$ cat src/rtl/mult_div_pkg.sv
// mult_div_pkg: shared state encoding, widths and helpers for mult_div_unit
package mult_div_pkg;
   localparam int WIDTH = 32;
   localparam int ITER_COUNT = 32;
   localparam int CNT_W = $clog2(ITER_COUNT);
   localparam int RES_W = 2 * WIDTH;
   typedef enum logic [1:0] {IDLE, DIV_CALC, MULT_CALC, FIX} state_t;
   function automatic logic [WIDTH-1:0] abs_w(input logic [WIDTH-1:0] v);
      return v[WIDTH-1] ? -v : v;
   endfunction
endpackage

$ cat src/rtl/mult_div_unit_if.sv
// mult_div_unit_if: start/busy/done operand and result bundle between control unit and mult_div_unit
interface mult_div_unit_if;
   import mult_div_pkg::*;
   logic             start_div;
   logic             start_mult;
   logic [WIDTH-1:0] a;
   logic [WIDTH-1:0] b;
   logic [WIDTH-1:0] hi;
   logic [WIDTH-1:0] lo;
   logic             busy;
   logic             done;
   logic             div_zero;
   modport master (output start_div, start_mult, a, b, input hi, lo, busy, done, div_zero);
   modport slave  (input start_div, start_mult, a, b, output hi, lo, busy, done, div_zero);
endinterface

$ cat src/rtl/mult_div_unit.sv
// mult_div_unit: iterative signed 32-bit divider, multiplier built only with MULT_DIV_UNIT_MULT_EN
module mult_div_unit
   import mult_div_pkg::*;
(
   input logic            clk,
   input logic            reset,
   mult_div_unit_if.slave bus
);
   state_t           state_q, state_d;
   logic [CNT_W-1:0] cnt_q, cnt_d;
   logic [WIDTH-1:0] rem_q, rem_d, quo_q, quo_d, mag_q, mag_d, hi_q, hi_d, lo_q, lo_d;
   logic             neg_q, neg_d, sa_q, sa_d, done_q, done_d, zero_q, zero_d;
   logic [WIDTH:0]   shl, dif;
`ifdef MULT_DIV_UNIT_MULT_EN
   logic             mul_q, mul_d;
   logic [WIDTH:0]   sum;
`endif
   // rem/quo double as the upper/lower product halves so both operations share one shift register
   always_ff @(posedge clk) begin
      if (reset) begin
         state_q <= IDLE;
         cnt_q   <= '0;
         rem_q   <= '0;
         quo_q   <= '0;
         mag_q   <= '0;
         hi_q    <= '0;
         lo_q    <= '0;
         neg_q   <= 1'b0;
         sa_q    <= 1'b0;
         done_q  <= 1'b0;
         zero_q  <= 1'b0;
`ifdef MULT_DIV_UNIT_MULT_EN
         mul_q   <= 1'b0;
`endif
      end else begin
         state_q <= state_d;
         cnt_q   <= cnt_d;
         rem_q   <= rem_d;
         quo_q   <= quo_d;
         mag_q   <= mag_d;
         hi_q    <= hi_d;
         lo_q    <= lo_d;
         neg_q   <= neg_d;
         sa_q    <= sa_d;
         done_q  <= done_d;
         zero_q  <= zero_d;
`ifdef MULT_DIV_UNIT_MULT_EN
         mul_q   <= mul_d;
`endif
      end
   end
   // next state: operand capture in IDLE, one restoring/shift-add step per CALC cycle, sign fix-up in FIX
   always_comb begin
      state_d = state_q;
      cnt_d   = cnt_q;
      rem_d   = rem_q;
      quo_d   = quo_q;
      mag_d   = mag_q;
      hi_d    = hi_q;
      lo_d    = lo_q;
      neg_d   = neg_q;
      sa_d    = sa_q;
      done_d  = 1'b0;
      zero_d  = zero_q;
      shl     = {rem_q, quo_q[WIDTH-1]};
      dif     = shl - {1'b0, mag_q};
`ifdef MULT_DIV_UNIT_MULT_EN
      mul_d   = mul_q;
      sum     = {1'b0, rem_q} + {1'b0, mag_q};
`endif
      case (state_q)
         IDLE: begin
            rem_d   = '0;
            cnt_d   = '0;
            neg_d   = bus.a[WIDTH-1] ^ bus.b[WIDTH-1];
            sa_d    = bus.a[WIDTH-1];
            mag_d   = abs_w(bus.b);
            quo_d   = abs_w(bus.a);
            done_d  = bus.start_div && (bus.b == '0);
            zero_d  = bus.start_div ? (bus.b == '0) : zero_q;
            state_d = (bus.start_div && (bus.b != '0)) ? DIV_CALC : IDLE;
`ifdef MULT_DIV_UNIT_MULT_EN
            mul_d   = !bus.start_div;
            if (!bus.start_div && bus.start_mult) begin
               mag_d   = abs_w(bus.a);
               quo_d   = abs_w(bus.b);
               zero_d  = 1'b0;
               state_d = MULT_CALC;
            end
`endif
         end
         DIV_CALC: begin
            rem_d   = dif[WIDTH] ? shl[WIDTH-1:0] : dif[WIDTH-1:0];
            quo_d   = {quo_q[WIDTH-2:0], ~dif[WIDTH]};
            cnt_d   = cnt_q + CNT_W'(1);
            state_d = (cnt_q == CNT_W'(ITER_COUNT - 1)) ? FIX : DIV_CALC;
         end
`ifdef MULT_DIV_UNIT_MULT_EN
         MULT_CALC: begin
            {rem_d, quo_d} = {(quo_q[0] ? sum : {1'b0, rem_q}), quo_q[WIDTH-1:1]};
            cnt_d   = cnt_q + CNT_W'(1);
            state_d = (cnt_q == CNT_W'(ITER_COUNT - 1)) ? FIX : MULT_CALC;
         end
`endif
         FIX: begin
            state_d = IDLE;
            done_d  = 1'b1;
            hi_d    = sa_q ? -rem_q : rem_q;
            lo_d    = neg_q ? -quo_q : quo_q;
`ifdef MULT_DIV_UNIT_MULT_EN
            if (mul_q) {hi_d, lo_d} = neg_q ? -{rem_q, quo_q} : {rem_q, quo_q};
`endif
         end
         default: state_d = IDLE;
      endcase
   end
   assign bus.hi       = hi_q;
   assign bus.lo       = lo_q;
   assign bus.busy     = state_q != IDLE;
   assign bus.done     = done_q;
   assign bus.div_zero = zero_q;
endmodule

$ cat src/flat_wrapper.sv
// flat-port wrapper written by rule: the top's interface ports become plain ports
module mult_div_unit_flat import mult_div_pkg::*;
  (clk, reset, bus_start_div, bus_start_mult, bus_a, bus_b, bus_hi, bus_lo, bus_busy, bus_done, bus_div_zero);
  mult_div_unit_if bus_i ();
  input logic clk;
  input logic reset;
  input wire logic [$bits(bus_i.start_div)-1:0] bus_start_div;
  input wire logic [$bits(bus_i.start_mult)-1:0] bus_start_mult;
  input wire logic [$bits(bus_i.a)-1:0] bus_a;
  input wire logic [$bits(bus_i.b)-1:0] bus_b;
  output wire logic [$bits(bus_i.hi)-1:0] bus_hi;
  output wire logic [$bits(bus_i.lo)-1:0] bus_lo;
  output wire logic [$bits(bus_i.busy)-1:0] bus_busy;
  output wire logic [$bits(bus_i.done)-1:0] bus_done;
  output wire logic [$bits(bus_i.div_zero)-1:0] bus_div_zero;
  assign bus_i.start_div = bus_start_div;
  assign bus_i.start_mult = bus_start_mult;
  assign bus_i.a = bus_a;
  assign bus_i.b = bus_b;
  assign bus_hi = bus_i.hi;
  assign bus_lo = bus_i.lo;
  assign bus_busy = bus_i.busy;
  assign bus_done = bus_i.done;
  assign bus_div_zero = bus_i.div_zero;
  mult_div_unit u_core (.clk(clk), .reset(reset), .bus(bus_i));
endmodule
$ cat config.mk
export PLATFORM = sky130hd
export DESIGN_NAME = mult_div_unit_flat
export DESIGN_NICKNAME = d
export VERILOG_FILES = /design/src/rtl/mult_div_pkg.sv /design/src/rtl/mult_div_unit_if.sv /design/src/rtl/mult_div_unit.sv /design/src/flat_wrapper.sv
export SDC_FILE = /design/constraint.sdc
export NUM_CORES = 1
export LEC_CHECK = 0
export CAP_MARGIN = 10
export CELL_PAD_IN_SITES_DETAIL_PLACEMENT = 1
export CELL_PAD_IN_SITES_GLOBAL_PLACEMENT = 1
export CORE_UTILIZATION = 42
export CTS_CLUSTER_DIAMETER = 50
export DETAILED_ROUTE_END_ITERATION = 6
export PLACE_DENSITY = 0.87
export SLEW_MARGIN = 20
export SYNTH_ARGS = -nofsm -noshare
export SYNTH_HDL_FRONTEND = slang
export SYNTH_SLANG_ARGS = --single-unit
$ cat constraint.sdc
create_clock -name clk -period 4.6 [get_ports clk]
set_clock_uncertainty 0.1 [all_clocks]
set_input_delay 0.92 -clock clk [delete_from_list [all_inputs] [get_ports clk]]
set_output_delay 0.92 -clock clk [all_outputs]
set_load 0.1 [all_outputs]
**Word level (Yosys, flattened, before mapping)**

Index checks and enable logic that the tools add are counted.

- Register bits: 171
- Bits in latches: 0
- Memory bits (writable): 0
- Bits in read-only memories: 0
- Input bits: 68
- Output and inout port bits: 67
- Logic and storage cells: 42
- Memories kept: 0

- Add/sub/neg operators: 6
- Multipliers: 0
- Div/mod/pow operators: 0
- Order comparisons: 0
- Equality and inequality tests: 3
- Shift-type cells: 0
- Mux-type cells: 12
- Bitwise gates (word level): 2
- Reduce and logical (&&, ||, !) cells: 8

Operator list:

| kind | count |
|---|---|
| 32-bit 2-to-1 mux | 5 |
| 32-bit negation | 4 |
| 32-bit one-hot mux with 2 select lines | 2 |
| 33-bit by 32-bit subtractor with 33-bit output | 1 |
| 32-bit zero test | 1 |
| 32-bit nonzero test | 1 |
| 5-bit one-hot mux with 2 select lines | 1 |
| 5-bit by 1-bit adder with 5-bit output, second input constant | 1 |
| 5-bit == test, second input constant | 1 |
| 2-bit one-hot mux with 2 select lines | 1 |
| 2-bit nonzero test | 2 |
| 2-bit by 1-bit == test with 1-bit output, second input constant | 1 |
| 2-bit == test, second input constant | 1 |
| 1-bit logical AND | 2 |
| 2-bit zero test | 1 |
| 2-bit 2-to-1 mux | 1 |
| 1-bit one-hot mux with 2 select lines | 1 |
| 2-bit AND reduction | 1 |
| 1-bit 2-to-1 mux | 1 |
| 1-bit inverter | 1 |
| 1-bit bitwise XOR | 1 |

**Logic depth before layout (Yosys ltp)**

- Depth in word-level cells: 4
- Depth in mapped cells: 13
- Mapped depth without buffers: 12

**Least setup slack after synthesis**

OpenSTA, ideal clock, no wires.

- Kind: register to register
- From: reg u_core.quo_q[31]
- To: reg u_core.rem_q[10]
- Setup time: 0.128 ns
- Arrival time: 3.242 ns
- Required time: 4.372 ns
- Path slack: 1.129 ns
- Stages on the path, launching flop included: 14
- Buffers on the path: 1
- Clock period less this slack: 3.471 ns
- Path through: dfxtp_1 -> inv_1 -> ha_1 -> fa_1 -> nand2b_1 -> a21oi_1 -> o21ai_0 -> o21ai_0 -> a41oi_1 -> or4_1 -> nand2_1 -> buf_2 -> mux2i_1 -> o21ai_0

- Word-level cells in the longest chain between the ends: 3

RTL lines:

| item | RTL line | text |
|---|---|---|
| start, declared | mult_div_unit.sv:11 | `logic [WIDTH-1:0] rem_q, rem_d, quo_q, quo_d, mag_q, mag_d, hi_q, hi_d, lo_q, lo_d;` |
| start signal, assigned | mult_div_unit.sv:39 | `quo_q <= quo_d;` |
| 33-bit by 32-bit subtractor with 33-bit output | mult_div_unit.sv:66 | `dif = shl - {1'b0, mag_q};` |
| 32-bit 2-to-1 mux | mult_div_unit.sv:93 | `rem_d = dif[WIDTH] ? shl[WIDTH-1:0] : dif[WIDTH-1:0];` |
| 32-bit one-hot mux with 2 select lines | mult_div_unit.sv:71 | `case (state_q)` |
| end signal, assigned | mult_div_unit.sv:38 | `rem_q <= rem_d;` |
| end, declared | mult_div_unit.sv:11 |  |

No other way between the ends.
A chain may end at the register's enable or synchronous reset.

**Worst setup path after layout**

- From: reg u_core.quo_q[31]
- To: reg u_core.rem_q[12]

Same word-level chain as after synthesis.

==> impl_metrics.yaml <==
outcome:
  status: "finished clean"
grt:
  antenna_found_initial: 0
  overflow: 0
  grt_max_degree: 77
  grt_pass1_vias: 10137
  use_met1_pct: 34.25
  busiest_layer: "met2"
  use_met3_pct: 3.754
  use_met2_pct: 42.86
  grt.total_usage_pct: 25.67
  grt_pass1_wl_mm: 53.71
sta:
  min_period_over_period_pct: 87.54
  period_needed_ns: 4.027
  final.setup.tns_ns: 0
  setup_viol: 0
  slew-limit-headroom_pct: 26.35
  hold_violations: 0
  drv_slew: 0
  rsz0062_at_grt: "no"
  clock.fmax_ghz: 0.2483
  hold_slack_ns: 0.3744
  timing.final.ws_setup_ns: 0.5733
  tightestPinTransition_ns: 1.099
detailed_routing:
  drt_pass1_iterations: 5
  vias_per_cell: 5.766
  wl_per_cell_microns: 18.81
  wl_mm: 33.18
  drt-initial-drc-count: 584
  postRouteAntennaNets: 0
  num_vias: 10171
  drc: 0
cts:
  cts_sinks: 171
  post_cts_buffers: 0
  cts_tree: "yes"
  cts_resized: 0
  cts_max_level: 4
  cts_buffers: 17
  insertion_delay_ns: 0.44
  cts.clk_slew.worst_paths_ns: 0.07
  cts_root_buf: "clkbuf_16"
  cts_hold_buf: 0
  cts_buffer_depth: 2
layout:
  finish.utilization_pct: 51.16
  final_cell_mix: "nor2_1 (185), dfxtp_1 (171), clkdlybuf4s50_1 (130), xor2_1 (116), nand2_1 (110)"
  antenna_cells: 0
  mostFrequentLayoutCell: "nor2_1"
  n_fill_cell: 3080
  drive_gt1_share_pct: 5.370
  area_growth_pct: 19.55
  nNetsFinal: 1531
logic_synthesis:
  yosys_register_bits: 171
  synthCells: 1338
  ys_top_cells_by_area: "dfxtp_1 (32%), xor2_1 (9.5%), a211oi_1 (7.6%), nor2_1 (6.5%), ha_1 (4.8%)"
  syn-cell-area_sq_mm: 0.01074
  synth_top_area_cell: "dfxtp_1"
  synth_top_family_by_area: "compound AO/OA/AOI/OAI gates"
  ys_seq_area_share_pct: 31.86
  syn_area_per_cell_sq_um: 8.030
  synth_fp_nets: 1448
  synth_cell_types: 63
  synth-xor-area-share_pct: 11.82
  synth-compound-area-share_pct: 23.44
  synthAdderAreaFrac_pct: 4.961
  synth_edf_count: 0
  yosysWarnings: 0
  async_reset_ff_share_pct: 0
  synth-main-ff-cell: "dfxtp_1"
  yosys.area_share.simple_pct: 18.35
  synth_top_cell_area_share_pct: 31.86
  synthMuxAreaShare_pct: 4.402
die:
  ios: 135
  die_w_microns: 161.9
  rows: 58
  fp.dieArea_sq_mm: 0.02622
  fp.dieH_microns: 161.9
  core_sq_mm: 0.02511
  initial_utilization_pct: 42.79
setup_path:
  r2r_cells: 14
  arrival_ns: 4.18
  critPathMaxFanout: 26
  ff2ff_setup_slack_ns: 0.57
  cp-end-kind: "flip-flop"
  crit_type: "reg -> reg"
  r2r-end: "u_core.rem_q[12]$_SDFFE_PP0P_"
  cp-start-kind: "flip-flop"
  worstPathRequired_ns: 4.75
  worstReg2RegStart: "u_core.quo_q[31]$_SDFFE_PP0P_"
hold_path:
  hold_class: "reg -> reg"
  hp-start: "u_core.bus.div_zero$_SDFFE_PP0P_"
  holdPathEnd: "u_core.bus.div_zero$_SDFFE_PP0P_"
  holdPathStages: 2
place:
  dp_hpwl_mm: 24.14
  port-buffer-count: 133
  gp_congestion: 0.9097
  dp_slack_ns: 0.3320
power_and_ir_drop:
  power.density_mw_per_mm2: 298.3
  total_power_mw: 3.832
  leakagePower_nw: 4.782
  peakVddDrop_v: 0.0002239
job:
  maxCapViolCount: 0
[synth_stat cells (3+ instances only)]
library cell	count
or3_1	25
and4_1	3
nor4_1	5
xnor2_1	29
inv_1	50
or4_1	18
nor3_1	8
o211ai_1	5
o41ai_1	16
mux2i_1	45
o211a_1	3
clkbuf_1	65
or2_2	8
xor2_1	116
o22ai_1	6
buf_2	3
a21oi_1	64
o2bb2a_1	3
dfxtp_1	171
a21o_1	9
a211oi_1	109
nand2b_1	6
nand2_1	110
a31oi_1	7
a21boi_0	4
o21a_1	4
nor2_1	185
o21ai_0	90
o31ai_1	36
or4_4	5
nor2b_1	10
o2111ai_1	3
buf_1	7
nand3_1	13
clkbuf_8	4
ha_1	41
nand4_1	8
and2_1	7
[metrics by stage]
stage,area (sq um),cells
3_5_place_dp,12240,1732
2_1_floorplan,10740,1338
6_report,12840,1764
5_1_grt,12840,1764
4_1_cts,12850,1764
3_3_place_gp,12240,1732
[logic make-up (layout without fill, tap and decap cells)]
group                      Yosys count  after routing
muxes                               47             47
and+or+nand+nor                    423            423
AOI/OAI and AO/OA                  378            378
buffers and inverters              132            228
DFF                                171            171
adders and majority gates           42             42
xor gates and xnor gates           145            145
[worst max path at each step]
stage | cells past startpoint | from | slack, ns | end
6_report | 14 | u_core.quo_q[31]$_SDFFE_PP0P_ | 0.57 | u_core.rem_q[12]$_SDFFE_PP0P_
5_1_grt | 14 | u_core.quo_q[31]$_SDFFE_PP0P_ | 0.31 | u_core.rem_q[12]$_SDFFE_PP0P_
4_1_cts | 14 | u_core.quo_q[31]$_SDFFE_PP0P_ | 0.61 | u_core.rem_q[12]$_SDFFE_PP0P_
3_5_place_dp | 10 | bus_a[6] | 0.33 | u_core.quo_q[29]$_SDFFE_PP0P_
3_3_place_gp | 10 | bus_a[6] | 0.47 | u_core.quo_q[29]$_SDFFE_PP0P_
2_1_floorplan | 13 | u_core.quo_q[31]$_SDFFE_PP0P_ | 1.13 | u_core.rem_q[10]$_SDFFE_PP0P_
[state kept, by name, indices dropped and copies added (netlist names)]
| signal | cells |
|---|---|
| u_core.bus.hi | 32 |
| u_core.bus.lo | 32 |
| u_core.mag_q | 32 |
| u_core.quo_q | 32 |
| u_core.rem_q | 32 |
| u_core.cnt_q | 5 |
| u_core.state_q | 2 |
| u_core.bus.div_zero | 1 |
| u_core.bus.done | 1 |
| u_core.neg_q | 1 |
| u_core.sa_q | 1 |
[power breakdown]
part / internal (mW) / switching (mW) / total [mW]
clock network: 0.845 / 0.657 / 1.50
logic: 0.285 / 0.420 / 0.706
registers: 1.54 / 0.0828 / 1.62
[metal layers]
layer	part of all wire, %	vias up
li1	-	4955
met1	47	4953
met2	48	227
met3	4.3	36
met4	1.4	0
met5	0	-
[worst max-delay path: stages, from the launching register on]
cell and delay, ns:
dfxtp_1 0.36, inv_1 0.10, ha_1 0.23, fa_1 0.40
nand2b_1 0.20, a21oi_1 0.27, o21ai_0 0.20, o21ai_0 0.23
buf_4 0.19, a41oi_1 0.17, or4_1 0.53, nand2_1 0.10
buf_4 0.37, mux2i_1 0.27, o21ai_0 0.13
[layout make-up]
type	instances	area, sq um	area share (%)
multi-input cells	1035	6799	52.93
flip-flops and latches	171	3423	26.65
repair buffers	145	1411	10.99
clock buffers	19	452.9	3.526
well taps	330	412.9	3.214
inverters	51	191.4	1.490
clock inverters	13	153.9	1.198
Power figures use the tool's default switching activity.
